File: src/rtl/cmd_point_stack.sv
// cmd_point_stack
//   Command-driven address pointer with a hardware call/return stack.
//   Every accepted command (opcode != NUL while ready) updates the pointer and
//   the stack at the accepting edge. The block then spends exactly one BUSY
//   cycle with ready low. All outputs are registered, so opcode and addr_to
//   have no combinational path to any output.
//
// Parameters
//   BUS_WIDTH   width of addresses, addr_to and addr_point
//   STACK_DEPTH number of return-address entries (>= 1)
//   STEP        increment used by NXT and added to the return address by CAL
//
// Ports
//   clk         rising-edge clock
//   nreset      asynchronous active-low reset
//   opcode      3-bit command, sampled while ready=1
//   addr_to     jump target or unsigned relative offset
//   addr_point  current pointer
//   ready       high when a command can be accepted
//   stack_level number of occupied stack entries
//   overflow    one-cycle pulse: CAL rejected because the stack is full
//   underflow   one-cycle pulse: RET rejected because the stack is empty
//   illegal     one-cycle pulse: reserved opcode 111 accepted
module cmd_point_stack #(
   parameter int unsigned BUS_WIDTH   = 32,
   parameter int unsigned STACK_DEPTH = 8,
   parameter int unsigned STEP        = 1
) (
   input  logic                               clk,
   input  logic                               nreset,
   input  logic [2:0]                         opcode,
   input  logic [BUS_WIDTH-1:0]               addr_to,
   output logic [BUS_WIDTH-1:0]               addr_point,
   output logic                               ready,
   output logic [$clog2(STACK_DEPTH+1)-1:0]   stack_level,
   output logic                               overflow,
   output logic                               underflow,
   output logic                               illegal
);

   localparam int unsigned LW = $clog2(STACK_DEPTH + 1);
   localparam int unsigned AW = (STACK_DEPTH > 1) ? $clog2(STACK_DEPTH) : 1;
   localparam logic [BUS_WIDTH-1:0] STEP_W = BUS_WIDTH'(STEP);
   localparam logic [LW-1:0]        FULL_W = LW'(STACK_DEPTH);

   typedef enum logic {IDLE, BUSY} state_t;

   typedef enum logic [2:0] {
      OP_NUL = 3'b000,
      OP_JMP = 3'b001,
      OP_SJF = 3'b010,
      OP_NXT = 3'b011,
      OP_SJB = 3'b100,
      OP_CAL = 3'b101,
      OP_RET = 3'b110,
      OP_ILL = 3'b111
   } op_t;

   state_t                 state, state_nxt;
   logic                   accept;

   logic [BUS_WIDTH-1:0]   addr_nxt;
   logic [LW-1:0]          level_nxt;
   logic                   push;
   logic                   ovf_nxt, unf_nxt, ill_nxt;

   logic [BUS_WIDTH-1:0]   stack_mem [STACK_DEPTH];
   logic [AW-1:0]          push_idx, pop_idx;
   logic [BUS_WIDTH-1:0]   ret_addr;

   // The stack pointer is stack_level itself: push writes slot level, pop
   // reads slot level-1. Truncation is safe because a push never happens
   // when full and a pop never happens when empty.
   assign push_idx = AW'(stack_level);
   assign pop_idx  = AW'(stack_level - LW'(1));
   assign ret_addr = addr_point + STEP_W;

   assign ready = (state == IDLE);

   // FSM state register
   always_ff @(posedge clk or negedge nreset) begin
      if (!nreset) begin
         state <= IDLE;
      end else begin
         state <= state_nxt;
      end
   end

   // FSM next state; BUSY always lasts exactly one cycle
   always_comb begin
      state_nxt = state;
      accept    = 1'b0;
      case (state)
         IDLE: begin
            if (opcode != OP_NUL) begin
               accept    = 1'b1;
               state_nxt = BUSY;
            end
         end
         BUSY:    state_nxt = IDLE;
         default: state_nxt = IDLE;
      endcase
   end

   // Command execution
   always_comb begin
      addr_nxt  = addr_point;
      level_nxt = stack_level;
      push      = 1'b0;
      ovf_nxt   = 1'b0;
      unf_nxt   = 1'b0;
      ill_nxt   = 1'b0;
      if (accept) begin
         case (opcode)
            OP_JMP: addr_nxt = addr_to;
            OP_SJF: addr_nxt = addr_point + addr_to;
            OP_SJB: addr_nxt = addr_point - addr_to;
            OP_NXT: addr_nxt = addr_point + STEP_W;
            OP_CAL: begin
               if (stack_level == FULL_W) begin
                  ovf_nxt = 1'b1;
               end else begin
                  push      = 1'b1;
                  level_nxt = stack_level + LW'(1);
                  addr_nxt  = addr_to;
               end
            end
            OP_RET: begin
               if (stack_level == '0) begin
                  unf_nxt = 1'b1;
               end else begin
                  level_nxt = stack_level - LW'(1);
                  addr_nxt  = stack_mem[pop_idx];
               end
            end
            OP_ILL:  ill_nxt = 1'b1;
            default: ;
         endcase
      end
   end

   // Pointer, level and pulses. Pulses clear on the BUSY edge because
   // accept is low there.
   always_ff @(posedge clk or negedge nreset) begin
      if (!nreset) begin
         addr_point  <= '0;
         stack_level <= '0;
         overflow    <= 1'b0;
         underflow   <= 1'b0;
         illegal     <= 1'b0;
      end else begin
         addr_point  <= addr_nxt;
         stack_level <= level_nxt;
         overflow    <= ovf_nxt;
         underflow   <= unf_nxt;
         illegal     <= ill_nxt;
      end
   end

   // Stack storage is not reset; only stack_level qualifies its contents.
   always_ff @(posedge clk) begin
      if (push) begin
         stack_mem[push_idx] <= ret_addr;
      end
   end

endmodule

File: config.mk
export PLATFORM = sky130hd
export DESIGN_NAME = cmd_point_stack
export DESIGN_NICKNAME = d
export VERILOG_FILES = /design/src/rtl/cmd_point_stack.sv
export SDC_FILE = /design/constraint.sdc
export NUM_CORES = 1
export LEC_CHECK = 0
export CORE_AREA = 5 5 172 174
export DETAILED_ROUTE_END_ITERATION = 16
export DIE_AREA = 0 0 177 179
export GPL_ROUTABILITY_DRIVEN = 0
export PLACE_DENSITY = 0.71
export SYNTH_ARGS = -nofsm -noshare
export SYNTH_HDL_FRONTEND = slang
export SYNTH_SLANG_ARGS = --single-unit
File: constraint.sdc
create_clock -name clk -period 4.4 [get_ports clk]
set_clock_uncertainty 0.05 [all_clocks]
set_input_delay 0.88 -clock clk [delete_from_list [all_inputs] [get_ports clk]]
set_output_delay 0.88 -clock clk [all_outputs]
set_load 0.03 [all_outputs]
==> impl_metrics.ini, run 1 <==
[logic_synthesis]
synth_ff_type = edfxtp_1
async_flop_share = 0.1351
synth.distinct_cells = 71
syn_inst = 1073
yosys_warnings = 0
netlist_area_mm2 = 0.01478
ys_seq_area_frac = 0.5880
ys_ff_latch = 296
syn_area_per_cell_um2 = 13.77
synth_edf_count = 256
syn-num-nets = 1147

[clock_network]
clkTransAtPathRegs_ps = 70
clock_latency_ps = 540
cts-buffers-inserted = 29
holdBufCountCts = 0
clockBufferDepth = 3
htree_levels = 1
cts_tree = done
clock_sinks = 296
clockRootBuffer = clkbuf_16

[worst_hold_path]
hold_class = input pin to asynchronous set/reset pin

[sta]
setup_viol = 0
finalCriticalPeriod_ps = 4192
hold_viol_final = 0
rsz0062_at_grt = false
finalSetupTns_ps = 0
fmax_mhz = 238.6
slew_viol_final = 0
hold_slack_ps = 418.8
finalWorstSetupSlack_ps = 208.3
worst_pin_slew_ps = 949.8
min_period_over_period = 0.9526
slew_headroom = 0.3622

[outcome]
status = finished, final reports clean

[critical_path]
cp-end-kind = flip-flop
cp-start-kind = input pin
path_class = input pin to flip-flop
arrival_ps = 4520
required_ps = 4730
crit_fanout = 4

[floorplanning]
die_h_um = 179
die_w_um = 177
dieArea_mm2 = 0.03168
num_io_pins = 77
coreArea_mm2 = 0.02763
start_util = 0.5348
num_rows = 61

[finish]
area_growth_syn_to_layout_pct = 22.68
design_area_mm2 = 0.01813
finalNetCount = 1347
drive_gt1_frac = 0.2372
instances_no_fill = 1672
num_antenna_cells = 0

[route]
drt_iter0_drc = 1221
routedWlPerCell_um = 23.25
num_vias = 10410
drc = 0
via_per_inst = 6.223
first_pass_iters = 5
drt-total-wl_um = 38870
ant_nets = 0

[global_route]
grt_overflow = 0
grt_pass1_wl_um = 59580
grt_util_all_layers = 0.2469
grt_max_degree = 69
grt_pass1_vias = 10290
antenna_found_initial = 0

[pwr]
power_leakage_uw = 0.006524
switching_share = 0.3680
power_switching_uw = 4376
cellPowerDensity_mw_per_mm2 = 656.1
p_int_uw = 7517
pwr-share-clk = 0.208
p_seq_frac = 0.340
p_comb_frac = 0.452
ir_worst_vdd_mv = 0.4200

[placed_design]
pre_cts_slack_ps = -503.2
placed_cells = 1618
hpwl_um = 25580
place_area_mm2 = 0.01703
port_buffers = 76

[flow_run]
cap_violations = 0
==> worst paths after layout <==
| check | startpoint | end | slack [ps] | cells past startpoint |
|---|---|---|---|---|
| max reg2reg | addr_point[0] | addr_point[16] | 1080 | 12 |
| max in group asynchronous | nreset | stack_level[0] | 3200 | 1 |
| max | addr_to[11] | addr_point[31] | 210 | 18 |
| min reg2reg | state | state | 470 | 1 |
| min in group clk | state | state | 470 | 1 |
| min | nreset | stack_level[3] | 420 | 1 |
==> power by group through the flow <==
stage	Sequential (uW)	Clock (uW)	Combinational [uW]
2_1_floorplan	4230	0	3050
3_3_place_gp	4060	0	5100
5_1_grt	4060	2630	5810
3_5_place_dp	4080	0	5180
4_1_cts	4020	2500	5250
6_report	4040	2470	5380
==> flip-flops by register name (all words and copies together) (netlist names) <==
register and cells:
illegal 1, stack_mem 256, stack_level 4, overflow 1, underflow 1, addr_point 32, state 1
==> through the flow <==
stage	util	total power (uW)
floorplan	-	7285
global placement	0.6165	9165
detailed placement	0.6165	9253
CTS	0.6511	11770
global route	0.6561	12510
finish	0.6561	11890
==> worst max-delay path, cell delays in order <==
cell,delay (ps)
clkdlybuf4s50_1,420
or4_4,560
nor3_4,140
nand2b_1,140
nor3_2,130
buf_4,150
nand2_2,60
o31ai_2,240
xor2_1,110
ha_1,350
and3_4,220
and4_4,240
and3_1,180
o221ai_2,110
o2111a_2,200
nor3_2,170
nand3b_1,130
a31oi_1,80
==> per-layer routing <==
metal | GRT usage | wire length (um) | part of all wire
met4 | 0.06254 | 1005 | 0.026
met2 | 0.4033 | 18480 | 0.48
met1 | 0.3600 | 16240 | 0.42
met3 | 0.02763 | 3146 | 0.081
met5 | 0 | 0 | 0
==> layout by cell type, fill, tap and decap left out, drive strengths merged, types with 5 or more instances in the layout <==
master and instances:
edfxtp 256, buf 147, clkdlybuf4s50 73, nand2 69, mux4 64, nor2 63, xnor2 52, o21ai 48
a21oi 47, xor2 41, dfrtp 40, ha 36, clkbuf 33, nor3 24, a22oi 22, nand3 21
a221oi 21, inv 20, and3 19, a21o 18, a31oi 14, a22o 13, nand4 11, o31ai 11
clkinv 10, nand2b 9, nor2b 8, o221ai 7, nor4 7, a211oi 7, o211ai 6, o21a 6
and4 6, or3 6, clkinvlp 5, and2 5
==> cell families after synthesis <==
| kind of cell | Yosys count | synth area share |
|---|---|---|
| muxes | 65 | 0.09822 |
| AOI/OAI and AO/OA | 246 | 0.1143 |
| buffers and inverters | 73 | 0.02066 |
| and+or+nand+nor | 263 | 0.09187 |
| DFF | 296 | 0.5880 |
| adders and majority gates | 37 | 0.03184 |
| xor gates and xnor gates | 93 | 0.05512 |
==> synth_stat cells, drive strengths merged (2+ instances only) <==
master,count,share of area
xnor2,52,0.031
nand3,21,0.0071
nor3b,4,0.0020
o221ai,7,0.0041
o21ai,48,0.017
a22o,13,0.0077
nand2,69,0.018
mux4,64,0.098
a22oi,22,0.011
a211oi,7,0.0036
clkbuf,41,0.011
dfrtp,40,0.068
nor3,24,0.0091
edfxtp,256,0.52
o211ai,6,0.0030
a211o,2,0.0012
nand4,11,0.0051
o2111ai,4,0.0024
buf,12,0.0042
inv,20,0.0051
and3,19,0.0080
o41ai,2,0.0017
nand2b,9,0.0038
o31ai,11,0.0059
o22ai,2,0.00085
and2,5,0.0022
or4,4,0.0025
xor2,41,0.024
o311ai,4,0.0024
nor2,63,0.016
a21boi,4,0.0020
or3,6,0.0029
o21a,6,0.0030
a41oi,2,0.0012
a21o,18,0.0091
and4,6,0.0036
a31oi,14,0.0059
nand3b,3,0.0015
a21oi,47,0.016
a221o,2,0.0014
ha,36,0.030
a221oi,21,0.012
nor4,7,0.0038
nor2b,8,0.0034
==> repair_timing <==
action / in CTS / in global routing
hold endpoints to repair: 0 / 0
buffers inserted: 0 / 2
setup endpoints to repair: 0 / 10
resized for setup: 0 / 29
==> layout make-up <==
class                      instances  area (um2)
timing repair buffer             222        1944
clock buffer                      33       740.7
tap                              378       473.0
clock inverter                    19       215.2
inverter                          20       75.07
fill                            1903        9500
multi-input combinational        704        5988
sequential                       296        8692
Power figures use the tool's default switching activity.
==> run 2, diff against run 1 <==
--- a/config.mk
+++ b/config.mk
@@ -5,6 +5,7 @@
 export SDC_FILE = /design/constraint.sdc
 export NUM_CORES = 1
 export LEC_CHECK = 0
+export CAP_MARGIN = 20
 export CORE_AREA = 5 5 172 174
 export DETAILED_ROUTE_END_ITERATION = 16
 export DIE_AREA = 0 0 177 179
==> results of run 2 <==
Final layout, timing and power as in run 1 (identical DEF).
==> run 3, diff against run 2 <==
--- a/config.mk
+++ b/config.mk
@@ -6,11 +6,13 @@
 export NUM_CORES = 1
 export LEC_CHECK = 0
 export CAP_MARGIN = 20
-export CORE_AREA = 5 5 172 174
+export CORE_AREA = 2 2 169 171
+export CTS_BUF_LIST = sky130_fd_sc_hd__clkbuf_2
 export DETAILED_ROUTE_END_ITERATION = 16
-export DIE_AREA = 0 0 177 179
+export DIE_AREA = 0 0 171 173
 export GPL_ROUTABILITY_DRIVEN = 0
 export PLACE_DENSITY = 0.71
+export REMOVE_ABC_BUFFERS = 1
 export SYNTH_ARGS = -nofsm -noshare
 export SYNTH_HDL_FRONTEND = slang
 export SYNTH_SLANG_ARGS = --single-unit
==> run 3 against run 2 <==
Clock power is 19% lower. Via count grew 3.7%. Power down 5.6%. Count of clock-buffer cells in the layout grew 87. Worst hold slack better by 2.5 ps. Die area down 6.6%. Sequential share of layout area rose by 0.65 points. Critical path type unchanged. Critical endpoint is now addr_point[25]. Largest cell class unchanged. Largest power group unchanged.
==> impl_metrics.ini, run 3 (same netlist as run 1, synthesis figures left out) <==
[global_route]
grt_pass1_wl_um = 62220
grt_pass1_vias = 10930
grt_max_degree = 38
grt_overflow = 0
grt_util_all_layers = 0.2814
antenna_found_initial = 1

[finish]
top_register = stack_mem
drive_gt1_frac = 0.2762
largest_register_ffs = 256
mostFrequentLayoutCells = 256 x edfxtp_1, 157 x buf_4, 120 x clkbuf_2, 75 x clkdlybuf4s50_1, 69 x nand2_1
finalNetCount = 1410
design_area_mm2 = 0.01788
area_growth_syn_to_layout_pct = 21.03
instances_no_fill = 1773
reg_top3 = stack_mem x256, addr_point x32, stack_level x4
layout_commonest_cell = edfxtp_1

[sta]
fmax_mhz = 236.8
finalCriticalPeriod_ps = 4223
worst_pin_slew_ps = 843.5
rsz0062_at_grt = false
slew_viol_final = 0
finalWorstSetupSlack_ps = 177.4
hold_viol_final = 0
hold_slack_ps = 421.3
min_period_over_period = 0.9597
setup_viol = 0
slew_headroom = 0.4365

[clock_network]
htree_levels = 3
holdBufCountCts = 1
clkTransAtPathRegs_ps = 120
clockBufferDepth = 3
clock_latency_ps = 900
postCtsSetupRepairBufs = 0
clock_sinks = 296
post_cts_resized = 0
cts-buffers-inserted = 76
cts_tree = done
clockRootBuffer = clkbuf_2

[route]
via_per_inst = 6.084
wl_met2_um = 20110
drc = 0
drt_iter0_drc = 963
num_vias = 10790
maxUsedRoutingLayer = met4
drt-total-wl_um = 40850
drt-met1-wl_um = 16030
dr_wl_met3_um = 2950
ant_nets = 0
routedWlPerCell_um = 23.04
first_pass_iters = 5

[placed_design]
port_buffers = 76
pre_cts_slack_ps = -636.7
place_area_mm2 = 0.01712
placed_cells = 1635
hpwl_um = 27660

[critical_path]
required_ps = 5040
crit_start = addr_to[5]
cp-end-kind = flip-flop
arrival_ps = 4860
r2r-start = addr_point[8]
path_class = input pin to flip-flop
crit_family = compound AO/OA/AOI/OAI gates
path_buf_inv = 5
critPathMaxStageDelay_ps = 430
crit_fanout = 5
path_cells = clkdlybuf4s50_1 -> or3_4 -> buf_4 -> nor4b_4 -> inv_1 -> o21ai_0 -> xor2_1 -> ha_1 -> and4_1 -> nand2_1 -> a31oi_1 -> buf_4 -> o211a_1 -> o21ai_1 -> buf_4 -> o31ai_1 -> xnor2_1 -> o221ai_1
critPathSlowestCell = clkdlybuf4s50_1
crit_top_cell = buf_4
cp-start-kind = input pin

[pwr]
cellPowerDensity_mw_per_mm2 = 628.1
pwr-share-clk = 0.178
p_total_uw = 11230
p_int_uw = 6918
p_seq_frac = 0.357
power_switching_uw = 4315
switching_share = 0.3842
p_comb_frac = 0.466
power_leakage_uw = 0.006663
ir_worst_vdd_mv = 0.4199

[floorplanning]
dieArea_mm2 = 0.02958
num_rows = 61
die_h_um = 173
coreArea_mm2 = 0.02763
die_w_um = 171
start_util = 0.5348
num_io_pins = 77

[worst_hold_path]
hold_class = input pin to asynchronous set/reset pin

[outcome]
status = finished, final reports clean

[flow_run]
cap_violations = 0
[run 3: metrics by stage]
stage | util | setup TNS [ps]
floorplan | - | -555800
global placement | 0.6197 | -7219
detailed placement | 0.6197 | -8835
CTS | 0.6472 | 0
global route | 0.6473 | 0
finish | 0.6473 | 0
[run 3: cell type report]
class	count	area [um2]
antenna	1	2.502
clock buffer	120	600.6
multi-input combinational	704	5868
clock inverter	16	148.9
fill	2120	9744
timing repair buffer	238	2024
tap	378	473.0
inverter	20	75.07
sequential	296	8692
[run 3: final timing paths]
| check | cells after the start | end | slack [ps] |
|---|---|---|---|
| worst max-delay path | 18 | addr_point[25] | 180 |
| worst min-delay path | 2 | illegal | 420 |
| worst max register to register | 8 | addr_point[28] | 1050 |
| worst min register to register | 1 | state | 450 |
| max in group asynchronous | 3 | addr_point[21] | 2960 |
| min in group clk | 1 | state | 450 |
[run 3: power groups by stage]
stage          logic (uW)  registers, uW  clock network (uW)
2_1_floorplan        2940           4370                   0
3_3_place_gp         5090           4060                   0
3_5_place_dp         5190           4060                   0
4_1_cts              5220           4000                2060
5_1_grt              5640           4030                2210
6_report             5230           4010                2000
[run 3: layer usage]
metal | vias to the layer above | GRT usage
li1 | 4827 | -
met4 | 0 | 0.1409
met3 | 112 | 0.05241
met1 | 5330 | 0.3637
met2 | 518 | 0.4567
met5 | - | 0
